<file path="src/rtl/fpsqrt_pkg.sv">
// Shared definitions for the square-root front end: format encodings, field
// widths, biases, canonical special patterns and the stage payload structs.
package fpsqrt_pkg;

  localparam logic [1:0] FMT_FP16 = 2'd0;
  localparam logic [1:0] FMT_FP32 = 2'd1;
  localparam logic [1:0] FMT_FP64 = 2'd2;

  localparam int EXP_BITS_FP16 = 5;
  localparam int EXP_BITS_FP32 = 8;
  localparam int EXP_BITS_FP64 = 11;
  localparam int FRAC_W_FP16   = 10;
  localparam int FRAC_W_FP32   = 23;
  localparam int FRAC_W_FP64   = 52;

  localparam logic [10:0] BIAS_FP16 = 11'd15;
  localparam logic [10:0] BIAS_FP32 = 11'd127;
  localparam logic [10:0] BIAS_FP64 = 11'd1023;

  localparam logic [63:0] QNAN_FP64 = 64'h7FF8000000000000;
  localparam logic [31:0] QNAN_FP32 = 32'h7FC00000;
  localparam logic [15:0] QNAN_FP16 = 16'h7E00;

  localparam logic [2:0] RM_RNE = 3'd0;
  localparam logic [2:0] RM_RTZ = 3'd1;
  localparam logic [2:0] RM_RDN = 3'd2;
  localparam logic [2:0] RM_RUP = 3'd3;
  localparam logic [2:0] RM_RMM = 3'd4;

  localparam int FFLAG_NV = 4;
  localparam int FFLAG_DZ = 3;
  localparam int FFLAG_OF = 2;
  localparam int FFLAG_UF = 1;
  localparam int FFLAG_NX = 0;

  typedef struct packed {
    logic [52:0] sig;
    logic [5:0]  lzc;
    logic        special;
    logic [63:0] special_res;
    logic [4:0]  fflags;
    logic [1:0]  fmt;
    logic [2:0]  rm;
  } s0_pl_t;

  typedef struct packed {
    logic [52:0] frac;
    logic        exp_odd;
    logic [10:0] res_exp;
    logic        special;
    logic [63:0] special_res;
    logic [4:0]  fflags;
    logic [1:0]  fmt;
    logic [2:0]  rm;
  } s1_pl_t;

  function automatic logic [10:0] fmt_bias(input logic [1:0] fmt);
    case (fmt)
      FMT_FP16: return BIAS_FP16;
      FMT_FP32: return BIAS_FP32;
      default:  return BIAS_FP64;
    endcase
  endfunction

  // Narrow results are NaN-boxed into the 64-bit result bus.
  function automatic logic [63:0] fmt_qnan(input logic [1:0] fmt);
    case (fmt)
      FMT_FP16: return {48'hFFFF_FFFF_FFFF, QNAN_FP16};
      FMT_FP32: return {32'hFFFF_FFFF, QNAN_FP32};
      default:  return QNAN_FP64;
    endcase
  endfunction

  function automatic logic [63:0] fmt_inf(input logic [1:0] fmt);
    case (fmt)
      FMT_FP16: return {48'hFFFF_FFFF_FFFF, 16'h7C00};
      FMT_FP32: return {32'hFFFF_FFFF, 32'h7F80_0000};
      default:  return 64'h7FF0_0000_0000_0000;
    endcase
  endfunction

  function automatic logic [63:0] fmt_zero(input logic [1:0] fmt, input logic sgn);
    case (fmt)
      FMT_FP16: return {48'hFFFF_FFFF_FFFF, sgn, 15'd0};
      FMT_FP32: return {32'hFFFF_FFFF, sgn, 31'd0};
      default:  return {sgn, 63'd0};
    endcase
  endfunction

endpackage

</file>
<file path="src/rtl/fpsqrt_lzc.sv">
// 53-bit leading-zero counter; an all-zero input reports 53.
module fpsqrt_lzc (
  input  logic [52:0] sig_i,
  output logic [5:0]  cnt_o
);

  always_comb begin
    cnt_o = 6'd53;
    for (int i = 0; i < 53; i++) begin
      if (sig_i[i]) cnt_o = 6'(52 - i);
    end
  end

endmodule

</file>
<file path="src/rtl/fpsqrt_pre_norm.sv">
// Square-root operand pre-normalizer: 2-stage elastic pipeline producing a
// left-aligned 1.f significand, halved exponent and special-case result.
// Define FPSQRT_PRE_NORM_SUBNORM_EN to normalize subnormals instead of
// flushing them to signed zero.
module fpsqrt_pre_norm
  import fpsqrt_pkg::*;
#(
  parameter int EXP_W = 13
) (
  input  logic        clk,
  input  logic        rst_n,
  input  logic        start_valid_i,
  output logic        start_ready_o,
  input  logic        flush_i,
  input  logic [1:0]  fp_format_i,
  input  logic [63:0] op_i,
  input  logic [2:0]  rm_i,
  output logic        out_valid_o,
  input  logic        out_ready_i,
  output logic [52:0] out_frac_o,
  output logic        out_exp_odd_o,
  output logic [10:0] out_res_exp_o,
  output logic        out_special_o,
  output logic [63:0] out_special_res_o,
  output logic [4:0]  out_fflags_o,
  output logic [1:0]  out_fp_format_o,
  output logic [2:0]  out_rm_o
);

  logic                    s0_valid_q, s0_valid_d, s1_valid_q, s1_valid_d;
  s0_pl_t                  s0_q, s0_d, s0_new;
  s1_pl_t                  s1_q, s1_d, s1_new;
  logic [EXP_W-1:0]        s0_ebase_q, s0_ebase_d, ebase_new;
  logic                    s0_adv, accept;

  logic                    in_sgn, exp_zero, exp_max, frac_nz, in_zero;
  logic [10:0]             in_exp, in_emax;
  logic [51:0]             in_frac;
  logic [52:0]             in_sig;
  logic [5:0]              in_lzc;
  logic signed [EXP_W-1:0] s1_e, s1_half;

  // Unpack into FP64-shaped fields: exponent right-aligned, fraction left-aligned.
  always_comb begin
    in_sgn  = op_i[FRAC_W_FP64+EXP_BITS_FP64];
    in_exp  = op_i[FRAC_W_FP64 +: EXP_BITS_FP64];
    in_frac = op_i[FRAC_W_FP64-1:0];
    in_emax = 11'((1 << EXP_BITS_FP64) - 1);
    case (fp_format_i)
      FMT_FP16: begin
        in_sgn  = op_i[FRAC_W_FP16+EXP_BITS_FP16];
        in_exp  = 11'(op_i[FRAC_W_FP16 +: EXP_BITS_FP16]);
        in_frac = {op_i[FRAC_W_FP16-1:0], {(52-FRAC_W_FP16){1'b0}}};
        in_emax = 11'((1 << EXP_BITS_FP16) - 1);
      end
      FMT_FP32: begin
        in_sgn  = op_i[FRAC_W_FP32+EXP_BITS_FP32];
        in_exp  = 11'(op_i[FRAC_W_FP32 +: EXP_BITS_FP32]);
        in_frac = {op_i[FRAC_W_FP32-1:0], {(52-FRAC_W_FP32){1'b0}}};
        in_emax = 11'((1 << EXP_BITS_FP32) - 1);
      end
      default: ;
    endcase
  end

  assign exp_zero = (in_exp == 11'd0);
  assign exp_max  = (in_exp == in_emax);
  assign frac_nz  = |in_frac;

`ifdef FPSQRT_PRE_NORM_SUBNORM_EN
  assign in_zero = exp_zero & ~frac_nz;
  assign in_sig  = {~exp_zero, in_frac};

  fpsqrt_lzc u_lzc (
    .sig_i (in_sig),
    .cnt_o (in_lzc)
  );
`else
  assign in_zero = exp_zero;
  assign in_sig  = {1'b1, in_frac};
  assign in_lzc  = '0;
`endif

  // Special priority: NaN, zero, negative, +inf; only the last case carries a significand.
  always_comb begin
    s0_new     = '0;
    s0_new.fmt = fp_format_i;
    s0_new.rm  = rm_i;
    ebase_new  = (exp_zero ? EXP_W'(1) : EXP_W'(in_exp)) - EXP_W'(fmt_bias(fp_format_i));
    if (exp_max && frac_nz) begin
      s0_new.special            = 1'b1;
      s0_new.special_res        = fmt_qnan(fp_format_i);
      s0_new.fflags[FFLAG_NV]   = ~in_frac[51];
    end else if (in_zero) begin
      s0_new.special            = 1'b1;
      s0_new.special_res        = fmt_zero(fp_format_i, in_sgn);
    end else if (in_sgn) begin
      s0_new.special            = 1'b1;
      s0_new.special_res        = fmt_qnan(fp_format_i);
      s0_new.fflags[FFLAG_NV]   = 1'b1;
    end else if (exp_max) begin
      s0_new.special            = 1'b1;
      s0_new.special_res        = fmt_inf(fp_format_i);
    end else begin
      s0_new.sig = in_sig;
      s0_new.lzc = in_lzc;
    end
  end

  always_comb begin
    s1_e    = $signed(s0_ebase_q - EXP_W'(s0_q.lzc));
    s1_half = s1_e >>> 1;
    s1_new             = '0;
    s1_new.special     = s0_q.special;
    s1_new.special_res = s0_q.special_res;
    s1_new.fflags      = s0_q.fflags;
    s1_new.fmt         = s0_q.fmt;
    s1_new.rm          = s0_q.rm;
    if (!s0_q.special) begin
      s1_new.frac    = s0_q.sig << s0_q.lzc;
      s1_new.exp_odd = s1_e[0];
      s1_new.res_exp = 11'(s1_half + $signed(EXP_W'(fmt_bias(s0_q.fmt))));
    end
  end

  always_comb begin
    s0_adv        = ~s1_valid_q | out_ready_i;
    start_ready_o = ~s0_valid_q | s0_adv;
    accept        = start_valid_i & start_ready_o;

    s0_valid_d = s0_valid_q;
    s0_d       = s0_q;
    s0_ebase_d = s0_ebase_q;
    if (start_ready_o) s0_valid_d = start_valid_i;
    if (accept) begin
      s0_d       = s0_new;
      s0_ebase_d = ebase_new;
    end

    s1_valid_d = s1_valid_q;
    s1_d       = s1_q;
    if (s0_adv) begin
      s1_valid_d = s0_valid_q;
      if (s0_valid_q) s1_d = s1_new;
    end

    if (flush_i) begin
      s0_valid_d = 1'b0;
      s1_valid_d = 1'b0;
    end
  end

  always_ff @(posedge clk) begin
    if (!rst_n) begin
      s0_valid_q <= 1'b0;
      s1_valid_q <= 1'b0;
      s0_q       <= '0;
      s0_ebase_q <= '0;
      s1_q       <= '0;
    end else begin
      s0_valid_q <= s0_valid_d;
      s1_valid_q <= s1_valid_d;
      s0_q       <= s0_d;
      s0_ebase_q <= s0_ebase_d;
      s1_q       <= s1_d;
    end
  end

  assign out_valid_o       = s1_valid_q;
  assign out_frac_o        = s1_q.frac;
  assign out_exp_odd_o     = s1_q.exp_odd;
  assign out_res_exp_o     = s1_q.res_exp;
  assign out_special_o     = s1_q.special;
  assign out_special_res_o = s1_q.special_res;
  assign out_fflags_o      = s1_q.fflags;
  assign out_fp_format_o   = s1_q.fmt;
  assign out_rm_o          = s1_q.rm;

endmodule

</file>
<file path="config.mk">
export PLATFORM = sky130hd
export DESIGN_NAME = fpsqrt_pre_norm
export DESIGN_NICKNAME = d
export VERILOG_FILES = /design/src/rtl/fpsqrt_pkg.sv /design/src/rtl/fpsqrt_lzc.sv /design/src/rtl/fpsqrt_pre_norm.sv
export SDC_FILE = /design/constraint.sdc
export NUM_CORES = 1
export LEC_CHECK = 0
export ABC_AREA = 1
export CORE_AREA = 2 2 146 148
export DETAILED_ROUTE_END_ITERATION = 6
export DIE_AREA = 0 0 148 150
export PLACE_DENSITY_LB_ADDON = 0.2
export RECOVER_POWER = 50
export SYNTH_ARGS = -nofsm -noshare
export SYNTH_HDL_FRONTEND = slang
export SYNTH_SLANG_ARGS = --single-unit
</file>
<file path="constraint.sdc">
create_clock -name clk -period 3.95 [get_ports clk]
set_clock_uncertainty 0.2 [all_clocks]
set_input_delay 0.395 -clock clk [delete_from_list [all_inputs] [get_ports clk]]
set_output_delay 0.395 -clock clk [all_outputs]
set_load 0.01 [all_outputs]
</file>
==> impl_metrics.yaml <==
timing:
  worst_pin_slew_ns: 1.80
  relSlewSlack: -0.200
  hold_viol: 0
  min_period_ns: 3.16
  finalMaxSlewViolations: 216
  grt_setup_unrepaired: "no"
  fin_ws_ns: 0.790
  clock.fmax_mhz: 316
  fin_crit_sh: 0.800
  finalSetupTns_ns: 0
  setup_viol: 0
critical_path:
  crit_path_end: "s0_ebase_q[10]"
  regToRegEndpoint: "s0_q[89]"
  r2r_setup_slack_ns: 1.02
  rr_worst_depth: 8
  r2r-start: "out_valid_o"
  crit_type: "input pin to flop"
  crit_path_start: "fp_format_i[0]"
  critPathLaunchType: "input pin"
  critical_path.endpoint_type: "flop"
  cp_data_required_time_ns: 4.02
  cp.arrival_ns: 3.23
  crit_path_max_fanout: 8
run:
  drv_cap: 5
pwr:
  power_frac_clock: 0.412
  switchingPower_uw: 1200
  seq_power_share: 0.434
  internal_power_uw: 2930
  p_comb_frac: 0.154
  power.density_nw_per_um2: 391
  ir_worst_vdd_mv: 0.311
  leakagePower_uw: 0.00459
  switching_share: 0.290
global_route:
  grt_max_degree: 78
  overflow: 0
  antenna_found_initial: 0
  grt_pass1_wl_mm: 38.4
  grt_pass1_vias: 7179
  track_usage: 0.219
clocking:
  cts_resized: 0
  cts_max_path_buffers: 2
  cts_hold_buf: 0
  clkSlewWorstSetupHoldPaths_ns: 0.07
  ctsHtreeMaxLevel: 4
  post-cts-setup-buffers: 0
  cts-root-buf: "clkbuf_16"
  cts_sinks: 168
  numCtsBuffers: 17
  insertion_delay_ns: 0.44
  cts_tree: "done"
status:
  status: "finished, violations left"
  failed_checks: "capacitance limit, slew limit"
synth:
  synth-main-ff-cell: "dfxtp_1"
  yosysMostFrequentCell: "nand2_1"
  yosys.area.top_type: "dfxtp_1"
  synth.avg_cell_area_sq_um: 6.85
  synthTopCellsByArea: "dfxtp_1, nand2_1, a21oi_1"
  syn_area_sq_um: 8170
  synth.ff_latch_count: 168
  async_flop_share: 0
  synth-edff-count: 0
  synth-seq-area-share: 0.412
  ys_warn_count: 0
  netlist.area_leader.share: 0.412
  synth.distinct_cells: 39
  synthTopCellsByCount: "nand2_1, dfxtp_1, nor2_1"
  netlist_instances: 1193
route:
  drtIter0Drc: 522
  routed_via_density: 4.86
  wl_per_cell_microns: 15.1
  dr.pass1.iters: 5
  routed_wl_mm: 24.3
  ant_nets: 0
  drcViolationCount: 0
  vias: 7826
floorplanning:
  fp.dieW_microns: 148
  dieArea_sq_um: 22200
  num_rows: 53
  dieHeight_microns: 150
  start_util: 0.395
  core-area_sq_um: 20700
  num_io_pins: 216
final_layout:
  n_antenna_cell: 0
  finish.utilization: 0.511
  syn2layout_area_growth_pct: 29.5
  design_area_sq_um: 10600
  instances_no_fill: 1610
  fillers: 2106
  fin_nets: 1409
  drive_gt1_frac: 0.0502
worst_hold_path:
  hp-class: "input pin to flop"
  hp-start: "fp_format_i[1]"
place:
  dp_cells: 1578
  placed_area_sq_um: 10000
  gp_congestion: 0.905
  portBuffers: 202
  dp.final_hpwl_mm: 17.5
  dp_slack_ns: 0.412
worst min path at each step:
stage | depth (start not counted) | endpoint
finish | 3 | s0_q[4]
global placement | 2 | s0_q[9]
global route | 3 | s0_q[4]
floorplan | 2 | out_exp_odd_o
CTS | 3 | s0_q[4]
detailed placement | 2 | out_frac_o[36]
metal layers:
layer	GRT usage	wire [microns]	vias to the layer above	part of all wire
met2	0.357	11100	248	0.46
met1	0.289	11200	3560	0.46
met5	0	0	-	0
li1	-	-	4000	-
met3	0.0561	1730	18	0.071
met4	0.0595	301	0	0.012
logic make-up after synthesis:
group | share of synthesized area
AOI/OAI and AO/OA | 0.146
xor gates and xnor gates | 0.00751
adders and majority gates | 0.0199
buffers and inverters | 0.123
DFF | 0.412
other | 0.000459
and+or+nand+nor | 0.291
critical path, stage by stage:
cell and delay (ns):
clkdlybuf4s50_1 0.67, inv_2 0.10, nor2_2 0.29, nand2_1 0.11, nand3_1 0.21, nand2_1 0.08
nor2_1 0.12, nand2_2 0.12, nand2_1 0.12, ha_1 0.15, inv_1 0.05, nor2_1 0.18
nand3_1 0.12, o21ai_1 0.20, nand2_1 0.09, xor2_1 0.14, a21oi_1 0.07
cell type report:
class	count	area, sq um	area share
Sequential cell	168	3360	0.318
Inverter	80	303	0.0286
Clock inverter	14	155	0.0147
Tap cell	275	344	0.0325
Clock buffer	18	439	0.0415
Multi-Input combinational cell	837	3850	0.364
Timing Repair Buffer	218	2130	0.201
through the flow:
| step | hold WS (ns) | total power, uW |
|---|---|---|
| floorplan | 0.238 | 2240 |
| detailed placement | 0.253 | 2480 |
| CTS | 0.214 | 4180 |
| finish | 0.225 | 4130 |
| global route | 0.248 | 4310 |
| global placement | 0.252 | 2480 |
flip-flops by register name (all words and copies together), names as in the netlist, 2 cells and up:
register,count
s0_q,71
out_frac_o,53
s0_ebase_q,12
out_res_exp_o,11
out_special_res_o,11
out_rm_o,3
out_fp_format_o,2
power groups by stage:
stage | logic (uW) | registers (uW) | clock network (uW)
6_report | 637 | 1790 | 1700
5_1_grt | 711 | 1800 | 1800
2_1_floorplan | 406 | 1830 | 0
4_1_cts | 647 | 1790 | 1730
3_3_place_gp | 644 | 1830 | 0
3_5_place_dp | 645 | 1830 | 0
cells in the final DEF (no fill, tap or decap), types with 2 or more instances in the layout:
cell               n
inv_1             74
clkinv_1           2
o21ai_1            2
conb_1            13
nand2_1          373
clkinvlp_4         2
nand3b_1           4
dlygate4sd3_1     83
inv_6              5
nand3_2            2
nand3_1           49
nand2_2            3
ha_1              13
clkdlybuf4s50_1  118
dfxtp_1          168
nor3_1             8
clkbuf_16         17
clkbuf_1           5
nor2_1           129
xor2_1             7
inv_8              4
o21ai_0           51
a21oi_1          115
or2_2             10
nand4_1            5
o22ai_1            3
inv_2              3
o21a_1            36
buf_4              9
nor2_2             2
Note: power is estimated with default switching activity, not from simulation.
